File: src/rtl/inst_mem_loader_pkg.sv
// Shared constants and state encoding for the instruction memory loader.
package inst_loader_pkg;

  localparam int unsigned DATA_W         = 32;
  localparam int unsigned ADDR_W         = 10;
  localparam int unsigned LEN_W          = ADDR_W - 1;
  localparam int unsigned BYTES_PER_WORD = 4;
  localparam int unsigned DEPTH_W        = 2 ** (ADDR_W - 2);

  typedef enum logic [1:0] {
    IDLE = 2'd0,
    LOAD = 2'd1,
    DONE = 2'd2
  } state_t;

  // True when a requested word count does not fit in instruction memory.
  function automatic logic len_overflow(input logic [LEN_W-1:0] len);
    return 32'(len) > 32'(DEPTH_W);
  endfunction

endpackage

File: src/rtl/inst_mem_loader_if.sv
// Host byte stream, control and instruction-memory write port of the loader.
interface inst_mem_loader_if;
  import inst_loader_pkg::*;

  logic              start;
  logic [LEN_W-1:0]  len;
  logic [7:0]        byte_in;
  logic              byte_valid;
  logic              byte_ready;
  logic              mem_we;
  logic [ADDR_W-1:0] mem_addr;
  logic [DATA_W-1:0] mem_wdata;
  logic              cpu_hold;
  logic              done;
  logic              err;

  modport master (
    output start, len, byte_in, byte_valid,
    input  byte_ready, mem_we, mem_addr, mem_wdata, cpu_hold, done, err
  );

  modport slave (
    input  start, len, byte_in, byte_valid,
    output byte_ready, mem_we, mem_addr, mem_wdata, cpu_hold, done, err
  );

endinterface

File: src/rtl/inst_mem_loader_byte_packer.sv
// Packs accepted bytes big-endian into 32-bit words; pulses word_valid
// for one cycle after the fourth byte of each word.
module byte_packer
  import inst_loader_pkg::*;
(
  input  logic              clk,
  input  logic              rst,
  input  logic              clear,
  input  logic              byte_en,
  input  logic [7:0]        byte_in,
  output logic [DATA_W-1:0] word,
  output logic              word_valid,
  output logic [1:0]        byte_cnt
);

  localparam int unsigned SR_W = DATA_W - 8;

  logic [SR_W-1:0] sr_q;

  // Byte counter, shift register and completed-word register.
  always_ff @(posedge clk or posedge rst) begin
    if (rst) begin
      sr_q       <= '0;
      byte_cnt   <= '0;
      word       <= '0;
      word_valid <= 1'b0;
    end else if (clear) begin
      sr_q       <= '0;
      byte_cnt   <= '0;
      word_valid <= 1'b0;
    end else begin
      word_valid <= 1'b0;
      if (byte_en) begin
        sr_q     <= {sr_q[SR_W-9:0], byte_in};
        byte_cnt <= byte_cnt + 2'd1;
        if (byte_cnt == 2'(BYTES_PER_WORD - 1)) begin
          word       <= {sr_q, byte_in};
          word_valid <= 1'b1;
        end
      end
    end
  end

endmodule

File: src/rtl/inst_mem_loader.sv
// Streams a program into instruction memory word by word while holding
// the datapath stalled until the last word has been written.
module inst_mem_loader
  import inst_loader_pkg::*;
(
  input  logic               clk,
  input  logic               rst,
  inst_mem_loader_if.slave   bus
);

  state_t           state_q, state_n;
  logic             byte_ready_q, byte_ready_n;
  logic             cpu_hold_q, cpu_hold_n;
  logic             done_q, done_n;
  logic             err_q, err_n;
  logic [LEN_W-1:0] len_q, len_n;
  logic [LEN_W-1:0] word_idx_q;

  logic             start_ok_c;
  logic             accept_c;
  logic             last_byte_c;

  logic [1:0]        byte_cnt;
  logic [DATA_W-1:0] word;
  logic              word_valid;

  assign accept_c    = bus.byte_valid & byte_ready_q;
  // Final byte of the final word: word_idx already counts earlier writes.
  assign last_byte_c = accept_c
                    && (byte_cnt == 2'(BYTES_PER_WORD - 1))
                    && (word_idx_q == len_q - LEN_W'(1));

  byte_packer u_packer (
    .clk        (clk),
    .rst        (rst),
    .clear      (start_ok_c),
    .byte_en    (accept_c),
    .byte_in    (bus.byte_in),
    .word       (word),
    .word_valid (word_valid),
    .byte_cnt   (byte_cnt)
  );

  // State and registered control outputs.
  always_ff @(posedge clk or posedge rst) begin
    if (rst) begin
      state_q      <= IDLE;
      byte_ready_q <= 1'b0;
      cpu_hold_q   <= 1'b0;
      done_q       <= 1'b0;
      err_q        <= 1'b0;
      len_q        <= '0;
    end else begin
      state_q      <= state_n;
      byte_ready_q <= byte_ready_n;
      cpu_hold_q   <= cpu_hold_n;
      done_q       <= done_n;
      err_q        <= err_n;
      len_q        <= len_n;
    end
  end

  // Next-state and next-output decode.
  always_comb begin
    state_n      = state_q;
    byte_ready_n = byte_ready_q;
    cpu_hold_n   = cpu_hold_q;
    done_n       = done_q;
    err_n        = err_q;
    len_n        = len_q;
    start_ok_c   = 1'b0;

    case (state_q)
      IDLE, DONE: begin
        byte_ready_n = 1'b0;
        cpu_hold_n   = 1'b0;
        if (bus.start) begin
          start_ok_c = 1'b1;
          if (bus.len == '0) begin
            state_n = DONE;
            done_n  = 1'b1;
            err_n   = 1'b0;
          end else if (len_overflow(bus.len)) begin
            state_n = DONE;
            done_n  = 1'b1;
            err_n   = 1'b1;
          end else begin
            state_n      = LOAD;
            len_n        = bus.len;
            done_n       = 1'b0;
            err_n        = 1'b0;
            cpu_hold_n   = 1'b1;
            byte_ready_n = 1'b1;
          end
        end
      end
      LOAD: begin
        if (last_byte_c) begin
          state_n      = DONE;
          byte_ready_n = 1'b0;
          done_n       = 1'b1;
        end
      end
      default: begin
        state_n      = IDLE;
        byte_ready_n = 1'b0;
        cpu_hold_n   = 1'b0;
      end
    endcase
  end

  // Word index advances after each write; a new load restarts it at zero.
  always_ff @(posedge clk or posedge rst) begin
    if (rst) begin
      word_idx_q <= '0;
    end else if (start_ok_c) begin
      word_idx_q <= '0;
    end else if (word_valid) begin
      word_idx_q <= word_idx_q + LEN_W'(1);
    end
  end

  assign bus.byte_ready = byte_ready_q;
  assign bus.mem_we     = word_valid;
  assign bus.mem_addr   = ADDR_W'({word_idx_q, 2'b00});
  assign bus.mem_wdata  = word;
  assign bus.cpu_hold   = cpu_hold_q;
  assign bus.done       = done_q;
  assign bus.err        = err_q;

endmodule
File: src/flat_wrapper.sv
// flat-port wrapper written by rule: the top's interface ports become plain ports
module inst_mem_loader_flat import inst_loader_pkg::*;
  (clk, rst, bus_start, bus_len, bus_byte_in, bus_byte_valid, bus_byte_ready, bus_mem_we, bus_mem_addr, bus_mem_wdata, bus_cpu_hold, bus_done, bus_err);
  inst_mem_loader_if bus_i ();
  input  logic clk;
  input  logic rst;
  input wire logic [$bits(bus_i.start)-1:0] bus_start;
  input wire logic [$bits(bus_i.len)-1:0] bus_len;
  input wire logic [$bits(bus_i.byte_in)-1:0] bus_byte_in;
  input wire logic [$bits(bus_i.byte_valid)-1:0] bus_byte_valid;
  output wire logic [$bits(bus_i.byte_ready)-1:0] bus_byte_ready;
  output wire logic [$bits(bus_i.mem_we)-1:0] bus_mem_we;
  output wire logic [$bits(bus_i.mem_addr)-1:0] bus_mem_addr;
  output wire logic [$bits(bus_i.mem_wdata)-1:0] bus_mem_wdata;
  output wire logic [$bits(bus_i.cpu_hold)-1:0] bus_cpu_hold;
  output wire logic [$bits(bus_i.done)-1:0] bus_done;
  output wire logic [$bits(bus_i.err)-1:0] bus_err;
  assign bus_i.start = bus_start;
  assign bus_i.len = bus_len;
  assign bus_i.byte_in = bus_byte_in;
  assign bus_i.byte_valid = bus_byte_valid;
  assign bus_byte_ready = bus_i.byte_ready;
  assign bus_mem_we = bus_i.mem_we;
  assign bus_mem_addr = bus_i.mem_addr;
  assign bus_mem_wdata = bus_i.mem_wdata;
  assign bus_cpu_hold = bus_i.cpu_hold;
  assign bus_done = bus_i.done;
  assign bus_err = bus_i.err;
  inst_mem_loader u_core (.clk(clk), .rst(rst), .bus(bus_i));
endmodule
File: config.mk
export PLATFORM = sky130hd
export DESIGN_NAME = inst_mem_loader_flat
export DESIGN_NICKNAME = d
export VERILOG_FILES = /design/src/rtl/inst_mem_loader_pkg.sv /design/src/rtl/inst_mem_loader_if.sv /design/src/rtl/inst_mem_loader_byte_packer.sv /design/src/rtl/inst_mem_loader.sv /design/src/flat_wrapper.sv
export SDC_FILE = /design/constraint.sdc
export NUM_CORES = 1
export LEC_CHECK = 0
export ABC_AREA = 1
export CAP_MARGIN = 40
export CORE_ASPECT_RATIO = 0.9
export CORE_UTILIZATION = 55
export CTS_CLUSTER_DIAMETER = 60
export DETAILED_ROUTE_END_ITERATION = 10
export GPL_TIMING_DRIVEN = 1
export PLACE_DENSITY = 0.83
export SLEW_MARGIN = 20
export SYNTH_ARGS = -nofsm -noshare
export SYNTH_HDL_FRONTEND = slang
export SYNTH_SLANG_ARGS = --single-unit
File: constraint.sdc
create_clock -name clk -period 5.5 [get_ports clk]
set_input_delay 1.1 -clock clk [delete_from_list [all_inputs] [get_ports clk]]
set_output_delay 1.1 -clock clk [all_outputs]
set_load 0.02 [all_outputs]
==> flow_summary.toml, run 1 <==
[place]
port_buffers = 65
placed_area_um2 = 4370
place_congestion = 0.832
dpl_worst_slack_ns = 2.41
dpl.hpwl_mm = 5.63

[clock_tree]
tritoncts = "done"
numCtsBuffers = 9
htreeDepth = 3
ctsResizeCount = 0
cts_setup_buffers = 0
cts.clk_slew.worst_paths_ns = 0.09
hold_buffers = 0
clk_latency_ns = 0.35
clock_sinks = 83
cts-root-buf = "clkbuf_8"
cts.path.max_buffers = 2

[cells_and_area]
final_common_cell = "nand2_1"
num_antenna_cells = 0
syn_to_final_growth_pct = 22.6
final_cell_mix = "nand2_1, dfrtp_1, clkdlybuf4s50_1"
nets = 517
final_area_um2 = 4580
layout-drive-gt1-share_pct = 8.25
final_util_pct = 69.9

[floorplan]
core-area_um2 = 6550
start_util_pct = 57.0
die_h_um = 80.2
rows = 28
ios = 68
die_w_um = 88.9
floorplan.die_area_um2 = 7120

[timing]
min_period_over_period_pct = 49.2
worst_pin_slew_ns = 0.803
setup-tns-final_ns = 0
fin_crit_ns = 2.71
fmaxAchievable_ghz = 0.369
hold_viol_final = 0
setup_violations = 0
slew_violations = 0
rsz0062_at_grt = "no"
final.setup.worst_slack_ns = 2.79
relSlewSlack_pct = 46.4
fin_skew_ns = 0.0135

[detailed_routing]
drt_iter0_markers = 231
drtPass1Iterations = 4
wirelength_mm = 7.94
wl_per_cell_um = 13.5
via_per_inst = 5.19
drcViolationCount = 0
final_antenna_net_count = 0
vias = 3045

[power_and_ir_drop]
powerDensity_nw_per_um2 = 360
p_leak_uw = 0.00213
peakVddDrop_mv = 0.183

[setup_path]
startpoint_type = "input pin"
crit_type = "in -> reg"
crit_required_ns = 5.74
arrival_ns = 2.94
worst_setup_path_end_kind = "flip-flop"
critPathMaxFanout = 18

[synthesis]
ys_warn_count = 0
ys_seq_area_share_pct = 55.6
synthCells = 436
ys_types = 24
avgSynthCellArea_um2 = 8.56
syn_area_um2 = 3730
yosys_register_bits = 83

[status]
run_status = "finished clean"

[run]
drv_cap = 0

[grt]
grt_max_degree = 53
overflow = 0
grt_pass1_vias = 2796
grt.total_usage_pct = 24.6
antenna_found_initial = 0
grt_pass1_wl_mm = 13.1

[hold_path]
hp-class = "reg -> reg"
-- flip-flops by register name (all words and copies together) (netlist names), 2 cells and up --
signal                    count
u_core.u_packer.sr_q         24
u_core.len_q                  9
u_core.state_q                2
u_core.u_packer.word         32
u_core.word_idx_q             9
u_core.u_packer.byte_cnt      2
-- metal layers --
metal	share of wire (%)	GRT usage (%)	vias to the layer above
met1	46	35.0	1457
met4	2.0	10.8	0
met3	5.0	4.21	16
met5	0	0	-
met2	47	36.9	85
li1	-	-	1487
-- worst paths after layout --
check	end	startpoint	slack [ns]	cells past startpoint
setup / recovery	u_core.len_q[6]$_DFFE_PP0P_	bus_len[1]	2.79	9
hold / removal	u_core.u_packer.word[5]$_DFFE_PP0P_	u_core.u_packer.word[5]$_DFFE_PP0P_	0.48	2
setup reg to reg	u_core.u_packer.word[26]$_DFFE_PP0P_	u_core.u_packer.byte_cnt[0]$_DFFE_PP0P_	3.59	8
hold reg to reg	u_core.u_packer.word[5]$_DFFE_PP0P_	u_core.u_packer.word[5]$_DFFE_PP0P_	0.48	2
max in group asynchronous	u_core.word_idx_q[8]$_DFFE_PP0P_	rst	3.36	3
min in group asynchronous	u_core.len_q[1]$_DFFE_PP0P_	rst	1.15	2
-- metrics by stage --
stage / hold slack [ns] / total power, uW / cells
after floorplan: 0.444 / 1070 / 437
after global placement: 0.455 / 1180 / 571
after detailed placement: 0.458 / 1200 / 571
after CTS: 0.481 / 1650 / 587
after global routing: 0.497 / 1750 / 587
final: 0.479 / 1650 / 587
-- critical path, cell delays in order --
cell,delay [ns]
clkdlybuf4s50_1,0.42
nor4_1,0.36
nand2_1,0.10
ha_1,0.27
inv_1,0.07
nor2_4,0.31
inv_1,0.16
nand2_1,0.09
nand2_1,0.06
-- where the power goes --
| part | internal (uW) | total (uW) | leakage [uW] | switching [uW] |
|---|---|---|---|---|
| Combinational | 155 | 438 | 0.000890 | 283 |
| Clock | 218 | 457 | 0.000107 | 239 |
| Sequential | 687 | 755 | 0.00113 | 67.2 |
-- cell usage after synthesis, drive strengths merged --
master | number | area share [%]
a21oi | 13 | 1.7
buf | 21 | 3.6
clkbuf | 1 | 0.10
conb | 1 | 0.10
dfrtp | 83 | 56
ha | 4 | 1.3
inv | 55 | 5.5
nand2 | 121 | 12
nand3 | 32 | 4.3
nand3b | 1 | 0.20
nand4 | 2 | 0.34
nor2 | 30 | 4.6
nor3 | 1 | 0.13
nor4 | 2 | 0.34
o21ai | 65 | 8.7
xnor2 | 2 | 0.47
xor2 | 2 | 0.47
-- cell type report --
cell class | instances | area [um2]
Sequential cell | 83 | 2080
Fill cell | 524 | 1970
Multi-Input combinational cell | 277 | 1320
Timing Repair Buffer | 66 | 658
Inverter | 55 | 208
Clock buffer | 9 | 124
Tap cell | 90 | 113
Clock inverter | 7 | 81.3
-- cells by family after synthesis --
group / Yosys count / synth area share (%)
other: 1 / 0.100
DFF: 83 / 55.6
adders and majority gates: 4 / 1.34
and+or+nand+nor: 189 / 22.4
buffers and inverters: 77 / 9.18
AOI/OAI and AO/OA: 78 / 10.5
xor gates and xnor gates: 4 / 0.939
Power figures use the tool's default switching activity.
==> inputs of run 2 (changes only) <==
--- a/config.mk
+++ b/config.mk
@@ -8,11 +8,11 @@
 export ABC_AREA = 1
 export CAP_MARGIN = 40
 export CORE_ASPECT_RATIO = 0.9
-export CORE_UTILIZATION = 55
+export CORE_UTILIZATION = 52
 export CTS_CLUSTER_DIAMETER = 60
 export DETAILED_ROUTE_END_ITERATION = 10
 export GPL_TIMING_DRIVEN = 1
-export PLACE_DENSITY = 0.83
+export PLACE_DENSITY = 0.79
 export SLEW_MARGIN = 20
 export SYNTH_ARGS = -nofsm -noshare
 export SYNTH_HDL_FRONTEND = slang
==> constraint.sdc (replaced) <==
create_clock -name clk -period 2.55 [get_ports clk]
set_input_delay 0.51 -clock clk [delete_from_list [all_inputs] [get_ports clk]]
set_output_delay 0.51 -clock clk [all_outputs]
set_load 0.02 [all_outputs]
==> flow_summary.toml, run 2 (synthesized netlist as in run 1, its figures left out) <==
[clock_tree]
cts.clk_slew.worst_paths_ns = 0.08
clk_latency_ns = 0.34
cts.path.max_buffers = 2
clock_sinks = 83
cts-root-buf = "clkbuf_8"
ctsResizeCount = 0
tritoncts = "done"
numCtsBuffers = 9
htreeDepth = 3
cts_setup_buffers = 0
hold_buffers = 0

[detailed_routing]
via_per_inst = 5.11
final_antenna_net_count = 0
wirelength_mm = 7.94
drt_iter0_markers = 172
wl_per_cell_um = 13.4
drtPass1Iterations = 4
vias = 3024
drcViolationCount = 0

[place]
place_congestion = 0.865
port_buffers = 65
dpl.hpwl_mm = 5.70

[timing]
setup_violations = 0
relSlewSlack_pct = 47.3
hold_viol_final = 0
fmaxAchievable_ghz = 0.502
worst_pin_slew_ns = 0.790
setup-tns-final_ns = 0
rsz0062_at_grt = "no"
fin_crit_ns = 1.99
fin_skew_ns = 0.00784
min_period_over_period_pct = 78.1
slew_violations = 0

[setup_path]
path_buf_inv = 1
crit_type = "reg -> out"
crit_family = "buffers and inverters"
slowest_stage = "clkdlybuf4s50_1"
arrival_ns = 1.48
crit_chain = "clkdlybuf4s50_1"
critPathMaxFanout = 7
crit_required_ns = 2.04
startpoint_type = "flip-flop"
worst_setup_path_end_kind = "output pin"
max_stage_delay_ns = 0.65

[cells_and_area]
layout-drive-gt1-share_pct = 8.96
syn_to_final_growth_pct = 24.3
largest_reg_flops = 32
fillers = 496
final_common_cell = "nand2_1"
top_register = "u_core.u_packer.word"
final_cell_mix = "nand2_1, dfrtp_1, clkdlybuf4s50_1"
final_util_pct = 68.6
num_antenna_cells = 0
nets = 522
top_regs = "u_core.u_packer.word: 32 flops, u_core.u_packer.sr_q: 24 flops"

[grt]
overflow = 0
antenna_found_initial = 0
grt.total_usage_pct = 22.9
grt_max_degree = 84
grt_pass1_vias = 2833
grt_pass1_wl_mm = 13.2

[floorplan]
core-area_um2 = 6760
ios = 68
rows = 28
start_util_pct = 55.2
die_w_um = 91.3
floorplan.die_area_um2 = 7520
die_h_um = 82.4

[run]
drv_cap = 0

[power_and_ir_drop]
peakVddDrop_mv = 0.454
powerDensity_nw_per_um2 = 771
total_power_uw = 3580
p_leak_uw = 0.00214

[status]
run_status = "finished clean"

[hold_path]
hp-class = "reg -> reg"
run 2: worst paths after layout:
path,start,endpoint,slack [ns],depth (start not counted)
max,u_core.word_idx_q[3]$_DFFE_PP0P_,bus_mem_addr[5],0.56,1
min,u_core.u_packer.word[6]$_DFFE_PP0P_,u_core.u_packer.word[6]$_DFFE_PP0P_,0.48,2
max reg2reg,u_core.len_q[0]$_DFFE_PP0P_,u_core.bus.byte_ready$_DFFE_PP0P_,0.61,12
min reg2reg,u_core.u_packer.word[6]$_DFFE_PP0P_,u_core.u_packer.word[6]$_DFFE_PP0P_,0.48,2
max in group asynchronous,rst,u_core.len_q[7]$_DFFE_PP0P_,1.59,3
min in group asynchronous,rst,u_core.u_packer.word[18]$_DFFE_PP0P_,0.64,3
run 2: area by class of cell:
class | instances | area [um2] | area share [%]
multi-input cells | 277 | 1320 | 28.4
repair buffers | 71 | 721 | 15.5
well taps | 90 | 113 | 2.43
clock inverters | 5 | 61.3 | 1.32
clock buffers | 11 | 141 | 3.05
inverters | 55 | 210 | 4.53
flip-flops and latches | 83 | 2080 | 44.8
run 2: metal layers:
metal  vias up  global-route usage, %  wire length [um]
li1       1495                      -                 -
met1      1430                   32.9              3910
met2        88                   34.0              3530
met3        11                   3.48               358
met4         0                   12.4               141
met5         -                      0                 0
run 2: through the flow:
stage                     setup slack [ns]  instance area (um2)  cells  hold slack [ns]
after floorplan                      0.868                 3740    437            0.444
after global placement               0.250                 4440    576            0.455
after detailed placement             0.216                 4440    576            0.464
after CTS                            0.562                 4640    592            0.483
after global routing                 0.435                 4640    592            0.495
final                                0.558                 4640    592            0.482
run 2: report_power, final:
part	internal, uW	leakage [uW]	switching [uW]	total, uW
Combinational	364	0.000919	625	989
Clock	483	0.0000922	469	952
Sequential	1480	0.00113	152	1640
==> inputs of run 3 (changes only) <==
==> constraint.sdc (replaced) <==
create_clock -name clk -period 2 [get_ports clk]
set_input_delay 0.4 -clock clk [delete_from_list [all_inputs] [get_ports clk]]
set_output_delay 0.4 -clock clk [all_outputs]
set_load 0.02 [all_outputs]
==> flow_summary.toml, run 3 (synthesized netlist as in run 1, its figures left out) <==
[timing]
hold_viol_final = 0
setup_violations = 0
min_period_over_period_pct = 93.8
fin_crit_ns = 1.88
fmaxAchievable_ghz = 0.533
final.setup.worst_slack_ns = 0.124
hold_slack_ns = 0.384
rsz0062_at_grt = "no"
slew_violations = 0
fin_skew_ns = 0.00623

[floorplan]
die_h_um = 82.4
start_util_pct = 55.2
die_w_um = 91.3
ios = 68
rows = 28
core-area_um2 = 6760
floorplan.die_area_um2 = 7520

[hold_path]
hp-class = "in -> async"

[detailed_routing]
wirelength_mm = 8.15
drtPass1Iterations = 4
drt_iter0_markers = 173
wl_per_cell_um = 13.6
via_per_inst = 5.10
vias = 3047
drcViolationCount = 0
final_antenna_net_count = 0

[clock_tree]
ctsResizeCount = 0
tritoncts = "done"
cts.clk_slew.worst_paths_ns = 0.08
cts.path.max_buffers = 2
numCtsBuffers = 9
clock_sinks = 83
hold_buffers = 0
clk_latency_ns = 0.35
htreeDepth = 3
cts-root-buf = "clkbuf_8"
cts_setup_buffers = 0

[cells_and_area]
top_register = "u_core.u_packer.word"
num_antenna_cells = 0
syn_to_final_growth_pct = 27.9
largest_reg_flops = 32
top_regs = "u_core.u_packer.word: 32 flops, u_core.u_packer.sr_q: 24 flops"
final_common_cell = "nand2_1"
nets = 528
fillers = 515
layout-drive-gt1-share_pct = 9.84
final_cell_mix = "nand2_1, dfrtp_1, clkdlybuf4s50_1"

[grt]
antenna_found_initial = 0
overflow = 0
grt.total_usage_pct = 24.0
grt_pass1_wl_mm = 13.9
grt_max_degree = 40
grt_pass1_vias = 2967

[setup_path]
slowest_stage = "clkdlybuf4s50_1"
crit_family = "buffers and inverters"
rrSetupSlack_ns = 0.25
r2r-end = "u_core.bus.byte_ready$_DFFE_PP0P_"
r2r.worst_path.cells = 12
max_stage_delay_ns = 0.65
crit_type = "reg -> out"
critPathMaxFanout = 8
path_buf_inv = 1
endpoint = "bus_mem_addr[6]"
crit_required_ns = 1.60
worst_setup_path_end_kind = "output pin"
cp-startpoint = "u_core.word_idx_q[4]$_DFFE_PP0P_"
regToRegStartpoint = "u_core.len_q[0]$_DFFE_PP0P_"
crit_chain = "clkdlybuf4s50_1"
startpoint_type = "flip-flop"
arrival_ns = 1.48
cp.depth = 1

[run]
drv_cap = 0

[place]
place_congestion = 0.873
dpl.hpwl_mm = 5.83
port_buffers = 65
dpl_worst_slack_ns = -0.209

[power_and_ir_drop]
powerDensity_nw_per_um2 = 1030
peakVddDrop_mv = 0.686
p_leak_uw = 0.00222

[status]
run_status = "finished clean"
## run 3: worst min-delay path by stage
stage,start,end,cells after the start
2_1_floorplan,u_core.u_packer.sr_q[16]$_DFFE_PP0P_,u_core.u_packer.word[24]$_DFFE_PP0P_,2
3_3_place_gp,u_core.bus.err$_DFFE_PP0P_,u_core.bus.err$_DFFE_PP0P_,2
3_5_place_dp,u_core.u_packer.word[2]$_DFFE_PP0P_,u_core.u_packer.word[2]$_DFFE_PP0P_,2
4_1_cts,rst,u_core.u_packer.word[27]$_DFFE_PP0P_,2
5_1_grt,rst,u_core.u_packer.word[20]$_DFFE_PP0P_,2
6_report,rst,u_core.u_packer.word[20]$_DFFE_PP0P_,2
## run 3: final cells by class
cell class / count / area [um2] / share of cell area [%]
flip-flops and latches: 83 / 2080 / 43.5
multi-input cells: 277 / 1320 / 27.6
repair buffers: 77 / 803 / 16.8
inverters: 55 / 210 / 4.40
clock buffers: 11 / 131 / 2.75
clock inverters: 5 / 125 / 2.62
well taps: 90 / 113 / 2.36
## run 3: per-stage QoR
step / setup TNS (ns) / utilization (%) / instance area [um2] / cells / total power, uW
after global placement: -1.75 / 66.9 / 4520 / 582 / 3320
after global routing: 0 / 70.7 / 4780 / 598 / 5180
after CTS: 0 / 70.7 / 4780 / 598 / 4910
after detailed placement: -2.07 / 66.9 / 4520 / 582 / 3380
after floorplan: 0 / - / 3740 / 437 / 2960
final: 0 / 70.7 / 4780 / 598 / 4910
## run 3: power breakdown
| part | total [uW] | switching (uW) | internal, uW |
|---|---|---|---|
| sequential | 2080 | 193 | 1890 |
| combinational | 1290 | 803 | 483 |
| clock | 1540 | 581 | 955 |
| total | 4910 | 1580 | 3330 |
## run 3: per-layer routing
layer,wire (um),vias up,track usage [%]
li1,-,1500,-
met1,3770,1451,31.9
met2,3770,84,38.7
met3,486,12,6.59
met4,121,0,8.10
met5,0,-,0
